<file path="src/rtl/sort_share_arbiter.sv">
// rtl/sort_share_arbiter.sv - two-channel frame collector time-sharing one external 4-input sorter
//
// Purpose: buffers a 4-nibble signed frame and a 2-bit mode from each of two
// serial requesters, grants the shared combinational sorter round-robin, then
// streams four 6-bit signed results derived from the sorted operands.
//
// Ports:
//   clk, rst_n                   clock (rising edge), async active-low reset
//   reqN_valid/number/mode       channel N beat strobe, signed beat, mode (beat 0)
//   reqN_busy                    channel N holds a complete frame; beats ignored
//   srt_in0..3                   operands to the shared sorter (0 outside LOAD)
//   srt_out0..3                  sorter outputs, ascending, combinational
//   out_valid/out_id/out_result  result strobe, owning channel, signed result
module sort_share_arbiter #(
  parameter int NUM_BEATS = 4,
  parameter int RES_W     = 6
) (
  input  logic             clk,
  input  logic             rst_n,
  input  logic             req0_valid,
  input  logic [3:0]       req0_number,
  input  logic [1:0]       req0_mode,
  output logic             req0_busy,
  input  logic             req1_valid,
  input  logic [3:0]       req1_number,
  input  logic [1:0]       req1_mode,
  output logic             req1_busy,
  output logic [3:0]       srt_in0,
  output logic [3:0]       srt_in1,
  output logic [3:0]       srt_in2,
  output logic [3:0]       srt_in3,
  input  logic [3:0]       srt_out0,
  input  logic [3:0]       srt_out1,
  input  logic [3:0]       srt_out2,
  input  logic [3:0]       srt_out3,
  output logic             out_valid,
  output logic             out_id,
  output logic [RES_W-1:0] out_result
);

  typedef enum logic [1:0] {S_IDLE, S_LOAD, S_OUT} state_t;
  localparam logic [1:0] LAST_BEAT = 2'(NUM_BEATS - 1);

  state_t r_state, w_state_nxt;

  logic [NUM_BEATS-1:0][3:0] r_buf0, r_buf1, r_s, w_sel;
  logic [1:0]       r_cnt0, r_cnt1, r_mode0, r_mode1, r_gmode, r_ocnt;
  logic             r_busy0, r_busy1, r_rr, r_grant;
  logic             r_out_valid, r_out_id;
  logic [RES_W-1:0] r_out_result;
  logic             w_any_busy, w_arb, w_eval, w_load;

  // Operands are sign-extended to RES_W first; two's-complement add/sub on
  // equal-width vectors then yields the signed result directly.
  function automatic logic [RES_W-1:0] f_result(input logic [1:0] mode, input logic [1:0] idx,
                                                input logic [NUM_BEATS-1:0][3:0] s);
    logic [RES_W-1:0] e0, e1, e2, e3, res;
    e0 = {{(RES_W-4){s[0][3]}}, s[0]};
    e1 = {{(RES_W-4){s[1][3]}}, s[1]};
    e2 = {{(RES_W-4){s[2][3]}}, s[2]};
    e3 = {{(RES_W-4){s[3][3]}}, s[3]};
    res = '0;
    case (mode)
      2'd0: case (idx) 2'd0: res = e0; 2'd1: res = e1; 2'd2: res = e2; default: res = e3; endcase
      2'd1: case (idx) 2'd0: res = e3; 2'd1: res = e2; 2'd2: res = e1; default: res = e0; endcase
      2'd2: case (idx)
        2'd0: res = e0 + e1; 2'd1: res = e1 + e2; 2'd2: res = e2 + e3; default: res = e3 + e0;
      endcase
      default: case (idx)
        2'd0: res = e0 - e1; 2'd1: res = e1 - e2; 2'd2: res = e3 - e2; default: res = e3 - e0;
      endcase
    endcase
    return res;
  endfunction

  assign w_load     = (r_state == S_LOAD);
  assign w_any_busy = r_busy0 | r_busy1;
  // Tie goes to the rr pointer; otherwise whichever channel is busy.
  assign w_arb      = (r_busy0 && r_busy1) ? r_rr : r_busy1;
  assign w_eval     = (r_state == S_IDLE) || ((r_state == S_OUT) && (r_ocnt == LAST_BEAT));

  // Collectors: busy clears on the LOAD edge, so the owner may refill during OUT.
  always_ff @(posedge clk or negedge rst_n) begin
    if (!rst_n) begin
      r_buf0 <= '0; r_cnt0 <= '0; r_mode0 <= '0; r_busy0 <= 1'b0;
    end else if (r_busy0) begin
      if (w_load && !r_grant) r_busy0 <= 1'b0;
    end else if (req0_valid) begin
      r_buf0[r_cnt0] <= req0_number;
      if (r_cnt0 == 2'd0) r_mode0 <= req0_mode;
      if (r_cnt0 == LAST_BEAT) begin
        r_busy0 <= 1'b1;
        r_cnt0  <= '0;
      end else begin
        r_cnt0 <= r_cnt0 + 2'd1;
      end
    end else begin
      r_cnt0 <= '0;
    end
  end

  always_ff @(posedge clk or negedge rst_n) begin
    if (!rst_n) begin
      r_buf1 <= '0; r_cnt1 <= '0; r_mode1 <= '0; r_busy1 <= 1'b0;
    end else if (r_busy1) begin
      if (w_load && r_grant) r_busy1 <= 1'b0;
    end else if (req1_valid) begin
      r_buf1[r_cnt1] <= req1_number;
      if (r_cnt1 == 2'd0) r_mode1 <= req1_mode;
      if (r_cnt1 == LAST_BEAT) begin
        r_busy1 <= 1'b1;
        r_cnt1  <= '0;
      end else begin
        r_cnt1 <= r_cnt1 + 2'd1;
      end
    end else begin
      r_cnt1 <= '0;
    end
  end

  always_comb begin
    w_state_nxt = r_state;
    case (r_state)
      S_IDLE:  if (w_any_busy) w_state_nxt = S_LOAD;
      S_LOAD:  w_state_nxt = S_OUT;
      S_OUT:   if (r_ocnt == LAST_BEAT) w_state_nxt = w_any_busy ? S_LOAD : S_IDLE;
      default: w_state_nxt = S_IDLE;
    endcase
  end

  always_ff @(posedge clk or negedge rst_n) begin
    if (!rst_n) begin
      r_state      <= S_IDLE;
      r_rr         <= 1'b0;
      r_grant      <= 1'b0;
      r_gmode      <= '0;
      r_ocnt       <= '0;
      r_s          <= '0;
      r_out_valid  <= 1'b0;
      r_out_id     <= 1'b0;
      r_out_result <= '0;
    end else begin
      r_state <= w_state_nxt;
      if (w_eval && w_any_busy) begin
        r_grant <= w_arb;
        r_rr    <= ~w_arb;
        r_gmode <= w_arb ? r_mode1 : r_mode0;
      end
      if (w_load) begin
        // First result comes straight from the sorter so it is valid on the OUT entry edge.
        r_s          <= {srt_out3, srt_out2, srt_out1, srt_out0};
        r_ocnt       <= '0;
        r_out_valid  <= 1'b1;
        r_out_id     <= r_grant;
        r_out_result <= f_result(r_gmode, 2'd0, {srt_out3, srt_out2, srt_out1, srt_out0});
      end else if (r_state == S_OUT) begin
        if (r_ocnt == LAST_BEAT) begin
          r_out_valid <= 1'b0;
        end else begin
          r_ocnt       <= r_ocnt + 2'd1;
          r_out_result <= f_result(r_gmode, r_ocnt + 2'd1, r_s);
        end
      end
    end
  end

  always_comb begin
    w_sel = r_grant ? r_buf1 : r_buf0;
    {srt_in3, srt_in2, srt_in1, srt_in0} = '0;
    if (w_load) {srt_in3, srt_in2, srt_in1, srt_in0} = w_sel;
  end

  assign req0_busy  = r_busy0;
  assign req1_busy  = r_busy1;
  assign out_valid  = r_out_valid;
  assign out_id     = r_out_id;
  assign out_result = r_out_result;

endmodule
</file>
<file path="config.mk">
export PLATFORM = sky130hd
export DESIGN_NAME = sort_share_arbiter
export DESIGN_NICKNAME = d
export VERILOG_FILES = /design/src/rtl/sort_share_arbiter.sv
export SDC_FILE = /design/constraint.sdc
export NUM_CORES = 1
export LEC_CHECK = 0
export CAP_MARGIN = 40
export CORE_ASPECT_RATIO = 1.1
export CORE_UTILIZATION = 30
export DETAILED_ROUTE_END_ITERATION = 10
export HOLD_SLACK_MARGIN = 0.06
export PLACE_DENSITY = 0.58
export SETUP_SLACK_MARGIN = 0.2
export SLEW_MARGIN = 30
export SYNTH_ARGS = -nofsm -noshare
export SYNTH_HDL_FRONTEND = slang
export SYNTH_SLANG_ARGS = --single-unit
</file>
<file path="constraint.sdc">
create_clock -name clk -period 3.9 [get_ports clk]
set_input_delay 0.78 -clock clk [delete_from_list [all_inputs] [get_ports clk]]
set_output_delay 0.78 -clock clk [all_outputs]
set_load 0.02 [all_outputs]
</file>
==> results.md, run 1 <==
- Synth area leaders: dfrtp_1 37%, ha_1 11%, mux2_2 9.6%
- Vias per inst: 5.20
- Worst IR Drop VDD: 332 uV
- ANT nets after route: 0
- DR WL/cell: between 15 and 20 um
- Synth async-reset ratio: 100%
- Root buffer cell: clkbuf_16
- Arrival @ worst endpoint: approximately 2.5 ns
- Avg Synthesized Cell Area: approximately 9.7 um^2
- R2r startpoint: r_ocnt[0]$_DFFE_PN0P_
- Yosys warning count: 0
- Crit start category: flop
- Die W: 124 um
- GRT overflow: 0
- Max-slew violations: 0
- Worst slew margin: between 50% and 60%
- Layout area overhead: 22.0%
- Final Power: 5720 uW
- Crit Reg-Reg Endpoint: out_result[4]$_DFFE_PN0P_
- Post-CTS Setup Inserts: 0
- Placed Area: 5680 um^2
- Antenna diode count: 0
- WS Path Type: flop to output port
- CP Data Required Time: between 3 and 4 ns
- Cts bufs inserted: 9
- Design Area, Final: between 5000 and 6000 um^2
- DP Wirelength: about 9900 um
- Routability cong.: 0.961
- Drt drc: 0
- Clk_skew: 0.00732 ns
- FF-to-FF path depth: 9
- Starting Density: between 30% and 40%
- Clk buf depth: 2
- 1st-iter DRT viols: between 200 and 300
- Most frequent cell after synthesis: dfrtp_1
- FP Rows: 48
- Hold WC Path Type: input pin to asynchronous set/reset pin
- Clock sink count: 73
- Final Hold Fails: 0
- Die Area: about 17000 um^2
- Status: complete, no violations
- Worst Tran Pin Value: between 0.6 and 0.7 ns
- Post-synth EDFFs: 0
- Area share of the largest cell type after synthesis: between 30% and 40%
- Tmin final: 3.27 ns
- IO buf count: 57
- First-pass GRT wire length: between 20000 and 25000 um
- Synth unique cells: 57
- Final setup fails: 0
- Crit path largest cell delay: approximately 0.66 ns
- Final worst-path cycle share: between 80% and 90%
- Router iterations before antenna repair: 5
- Routed vias: just under 4000
- Cells after DPL: 748
- Tot GR Track Use: between 10% and 20%
- Post-CTS Hold Buffers: 0
- Crit-path cells: inv_1, ha_1, clkinv_1, nor2_1, clkdlybuf4s50_1
- R2R Setup Slk: 0.82 ns
- Max Clk Rate: roughly 300 MHz
- Maximum Capacitance Violations: 0
- Initial antenna violation count: 0
- Clk_lat worst skew: 0.34 ns
- Netlist Area Pre-Place: around 5000 um^2
- Crit path buffers/inverters: 3
- Setup TNS Final: 0 ns
- Post-synth top cells: 73 x dfrtp_1, 65 x nand2_1, 43 x ha_1
- Clk pin slew, worst setup/hold paths: approximately 0.060 ns
- Io pins: 58
- Post-synthesis sequential element count: 73
- Post-Layout Cell Count: ~760
- Power Density: between 900 and 1000 nW/um^2
- Worst path slowest cell: clkdlybuf4s50_1
- Core area: between 15000 and 20000 um^2
- P_leak: about 0.0026 uW
- Area leader, netlist: dfrtp_1
- Share of layout cells above drive strength 1: between 10% and 20%
- TritonCTS clock tree: yes
- Synth Flop Type: dfrtp_1
- Synthesized Nets: 587
- Final WL: 13200 um
- H-Tree Depth: 3
- Final net count: 640
- Post-CTS Resized: 0
- Crit-path leading delay family: buffers and inverters
- Vias in the first global route: between 4000 and 5000
- Mapped Cells: just over 500
- Unrepaired setup endpoints after global routing: no
- Die Ht: 136 um
- Worst Setup End Kind: output port
- Largest net degree at the start of global routing: 48
- Register area share after synthesis: a little under two fifths
- Hold_ws: roughly 0.45 ns
- CP Max Fanout: 17
-- sequential cells by signal (all words and copies together) (netlist names), 5 cells and up --
name        count
out_result      5
r_buf0         16
r_s            16
r_buf1         16
-- report_power, final --
part / switching, uW / leakage, uW / internal, uW / total (uW)
clock network: 359 / 0.000149 / 508 / 866
logic: 1830 / 0.00157 / 1510 / 3340
registers: 381 / 0.000888 / 1130 / 1520
-- logic make-up (layout without fill, tap and decap cells) --
kind of cell / Yosys count / in the layout / share of synthesized area, %
simple gates: 122 / 122 / 11.0
compound gates: 121 / 121 / 15.9
fa+ha+maj: 49 / 49 / 13.4
buf+inv: 61 / 119 / 5.45
mux: 67 / 67 / 14.8
xor+xnor: 13 / 13 / 2.32
flops: 73 / 73 / 37.2
-- layout by cell type, fill, tap and decap left out, types with 3 or more instances in the layout --
| master | n |
|---|---|
| nor2_1 | 32 |
| clkdlybuf4s50_1 | 56 |
| nand3_1 | 3 |
| a21o_1 | 4 |
| fa_1 | 6 |
| xor2_1 | 4 |
| clkbuf_16 | 9 |
| o31ai_1 | 3 |
| a222oi_1 | 4 |
| nor2b_1 | 6 |
| a22oi_1 | 4 |
| mux2i_1 | 24 |
| o211ai_1 | 4 |
| inv_6 | 3 |
| buf_4 | 6 |
| nand2_1 | 65 |
| mux2_2 | 42 |
| a31oi_1 | 4 |
| o22ai_1 | 7 |
| o21ai_0 | 41 |
| dfrtp_1 | 73 |
| ha_1 | 43 |
| a21oi_1 | 25 |
| inv_1 | 38 |
| xnor2_1 | 9 |
-- how the worst max path moves through the flow --
stage                      startpoint                   endpoint  cells after the start
2_1_floorplan   r_ocnt[1]$_DFFE_PN0P_  out_result[1]$_DFFE_PN0P_                     13
3_3_place_gp              srt_out1[1]  out_result[4]$_DFFE_PN0P_                     13
3_5_place_dp              srt_out1[1]  out_result[4]$_DFFE_PN0P_                     13
4_1_cts        r_state[1]$_DFFE_PN0P_                 srt_in0[3]                      5
5_1_grt         r_ocnt[0]$_DFFE_PN0P_  out_result[4]$_DFFE_PN0P_                      9
6_report       r_state[1]$_DFFE_PN0P_                 srt_in0[3]                      5
-- metal layers --
metal	share of wire, %	track usage, %	vias to the layer above
li1	-	-	1889
met1	45	21.3	1935
met5	0	0	-
met4	1.1	4.43	0
met2	50	28.6	135
met3	4.6	3.02	14
-- layout make-up --
class | instances | area [um^2]
Timing Repair Buffer | 64 | 641
Clock buffer | 9 | 225
Clock inverter | 7 | 83.8
Inverter | 39 | 146
Multi-Input combinational cell | 372 | 2820
Sequential cell | 73 | 1830
Tap cell | 200 | 250
Fill cell | 1624 | 9870
-- per-stage QoR --
step | util, % | worst slack [ns]
floorplan | - | 1.27
global placement | 35.6 | 0.719
detailed placement | 35.8 | 0.632
CTS | 37.8 | 0.629
global route | 37.8 | 0.544
finish | 37.8 | 0.630
-- worst reg2reg max path, cell delays in order (launching register included) --
cell       delay [ns]
dfrtp_1          0.45
ha_1             0.52
o21ai_0          0.15
ha_1             0.27
fa_1             0.42
a2111oi_1        0.42
a211oi_1         0.10
o311ai_1         0.29
o21ai_1          0.15
o31ai_1          0.22
(Power assumes the default switching activity.)
==> run 2, diff against run 1 <==
- PLACE_DENSITY: 0.58 -> 0.6
- clock period: 3.9 -> 2.6 ns (I/O delays scaled with it)
==> run 2 against run 1 <==
Cell area is 6.1% higher. Final cell count rose by 4.3%. Wire length is 8.6% higher. Die area unchanged. Register-to-register slack got worse by 0.73 ns. Critical endpoint is now out_result[1]$_DFFE_PN0P_. Largest cell class unchanged.
==> results.md, run 2 (synthesized netlist as in run 1, its figures left out) <==
- Status: complete, no violations
- Worst slew margin: 57.8% (-1.2 points)
- Net Sw Frac: 45.1% (+0.12 points)
- Worst IR Drop VDD: 487 uV (+47%)
- Crit path buffers/inverters: 0 (-3)
- Largest net degree at the start of global routing: 48 (unchanged)
- Switching Power: 4260 uW (+66%)
- Biggest regs: r_buf0: 16 flops, r_buf1: 16 flops, r_s: 16 flops
- Fill cells: 1600 (-1.5%)
- Final Hold Fails: 0 (unchanged)
- Clock power frac: 14.0% (-1.1 points)
- Clk_lat worst skew: 0.35 ns (about the same)
- Final setup fails: 0 (unchanged)
- Share of layout cells above drive strength 1: 25.5% (+12 points)
- CP Max Fanout: 6 (-11)
- Tot GR Track Use: 18.3% (+1.6 points)
- DR WL/cell: 17.9 um (+4.1%)
- Initial antenna violation count: 0 (unchanged)
- Starting Density: 31.0% (unchanged)
- Reg power frac: 23.5% (-3.0 points)
- Hold WC Path Type: input pin to asynchronous set/reset pin
- Max Clk Rate: 398 MHz
- Setup TNS Final: 0 ns (unchanged)
- Worst Setup End Kind: flop
- ANT nets after route: 0 (unchanged)
- TritonCTS clock tree: yes
- 1st-iter DRT viols: 287 (+1.4%)
- Routability cong.: 0.894 (-6.9%)
- GRT overflow: 0 (unchanged)
- Clk buf depth: 2 (unchanged)
- Crit path largest cell delay: 0.47 ns (-0.19 ns)
- Crit-path leading delay family: adder cells
- Vias per inst: 5.18 (-0.45%)
- Arrival @ worst endpoint: 2.74 ns (+0.25 ns)
- Clk pin slew, worst setup/hold paths: 0.07 ns (about the same)
- Final worst-path cycle share: between 90 and 100%
- Design Area, Final: 6350 um^2 (+6.1%)
- Hold_ws: 0.188 ns (-0.264 ns)
- Final net count: 673 (+5.2%)
- FP Rows: 48 (unchanged)
- Die Ht: 136 um (unchanged)
- Io pins: 58 (unchanged)
- Final WL: 14300 um (+8.6%)
- Root buffer cell: clkbuf_16
- Most frequent cells in the layout: 71 x dfrtp_1, 63 x nand2_1, 42 x mux2_2
- Logic pwr share: 62.4% (+4.0 points)
- Clk_skew: 0.00969 ns (+0.00237 ns)
- IO buf count: 57 (unchanged)
- H-Tree Depth: 3 (unchanged)
- Unrepaired setup endpoints after global routing: yes
- Antenna diode count: 0 (unchanged)
- Drt drc: 0 (unchanged)
- Placed Area: 5880 um^2 (+3.6%)
- Post-CTS Hold Buffers: 0 (unchanged)
- WS Path Type: flop to flop
- Routed vias: 4126 (+3.9%)
- Vias in the first global route: 4323 (+3.3%)
- CP Data Required Time: 2.83 ns (-0.29 ns)
- Layout area overhead: 29.4%
- Crit-path cells: ha_4, o21ai_2, ha_2, fa_2, mux2_4, a221oi_2, a311oi_1, a21oi_1, o21ai_1
- Commonest non-fill, non-tap cell in the layout: dfrtp_1
- Maximum Capacitance Violations: 0 (unchanged)
- Router iterations before antenna repair: 7 (+2)
- Worst path slowest cell: fa_2
- Clock sink count: 73 (unchanged)
- Int Power: 5200 uW (+65%)
- First-pass GRT wire length: 23100 um (+7.8%)
- P_leak: 0.00281 uW (+8.1%)
- Power Density: 1490 nW/um^2 (+56%)
- Die Area: 16900 um^2 (unchanged)
- Core area: 15900 um^2 (unchanged)
- Worst Tran Pin Value: 0.632 ns (+0.0173 ns)
- Crit start category: flop
- Tmin final: 2.51 ns
- DP Wirelength: 10600 um (+7.1%)
- Max-slew violations: 0 (unchanged)
- Cts bufs inserted: 9 (unchanged)
- Die W: 124 um (unchanged)
## run 2: repair_timing
item                       in CTS  in global routing
pin swaps                      20                 11
gates resized for setup        32                 42
setup buffers                   7                  3
setup endpoints to repair      20                 17
hold endpoints to repair        0                  0
## run 2: path summary, 6_finish.rpt
| kind | cells after the start | slack [ns] | end | startpoint |
|---|---|---|---|---|
| setup / recovery | 9 | 0.09 | out_result[1]$_DFFE_PN0P_ | r_ocnt[0]$_DFFE_PN0P_ |
| hold / removal | 1 | 0.19 | r_buf1[9]$_DFFE_PN0P_ | rst_n |
| setup reg to reg | 9 | 0.09 | out_result[1]$_DFFE_PN0P_ | r_ocnt[0]$_DFFE_PN0P_ |
| hold reg to reg | 2 | 0.48 | out_valid$_DFFE_PN0P_ | out_valid$_DFFE_PN0P_ |
| max in group asynchronous | 2 | 1.74 | r_cnt0[0]$_DFFE_PN0N_ | rst_n |
| min in group clk | 2 | 0.48 | out_valid$_DFFE_PN0P_ | out_valid$_DFFE_PN0P_ |
## run 2: power by group through the flow
stage | Sequential (uW) | Clock, uW | Combinational [uW]
finish | 2220 | 1330 | 5910
global placement | 2210 | 0 | 5290
CTS | 2230 | 1350 | 5630
detailed placement | 2240 | 0 | 5410
global route | 2290 | 1410 | 6520
floorplan | 2140 | 0 | 3770
## run 2: per-layer routing
metal	wire (um)	global-route usage [%]
met1	6200	23.0
met2	7060	30.2
met3	706	3.61
met4	327	7.94
met5	0	0
## run 2: metrics by stage
| stage | cells | total power [uW] | setup WS, ns | util, % |
|---|---|---|---|---|
| after floorplan | 506 | 5910 | 0.153 | - |
| after global placement | 771 | 7510 | -0.196 | 37.1 |
| after detailed placement | 771 | 7650 | -0.277 | 37.1 |
| after CTS | 794 | 9210 | 0.0192 | 39.6 |
| after global routing | 797 | 10200 | -0.0540 | 40.1 |
| final | 797 | 9460 | 0.0888 | 40.1 |
## run 2: layout make-up
type	instances	area (um^2)	share of cell area, %
clock buffers	9	225	3.55
clock inverters	7	83.8	1.32
inverters	39	149	2.34
multi-input cells	372	2980	47.0
flip-flops and latches	73	1830	28.8
well taps	200	250	3.94
repair buffers	97	831	13.1
## run 2: worst register-to-register path: stages (launching register included)
cell,delay (ns)
dfrtp_2,0.45
ha_4,0.21
o21ai_2,0.14
ha_2,0.25
fa_2,0.47
mux2_4,0.29
a221oi_2,0.27
a311oi_1,0.08
a21oi_1,0.16
o21ai_1,0.07
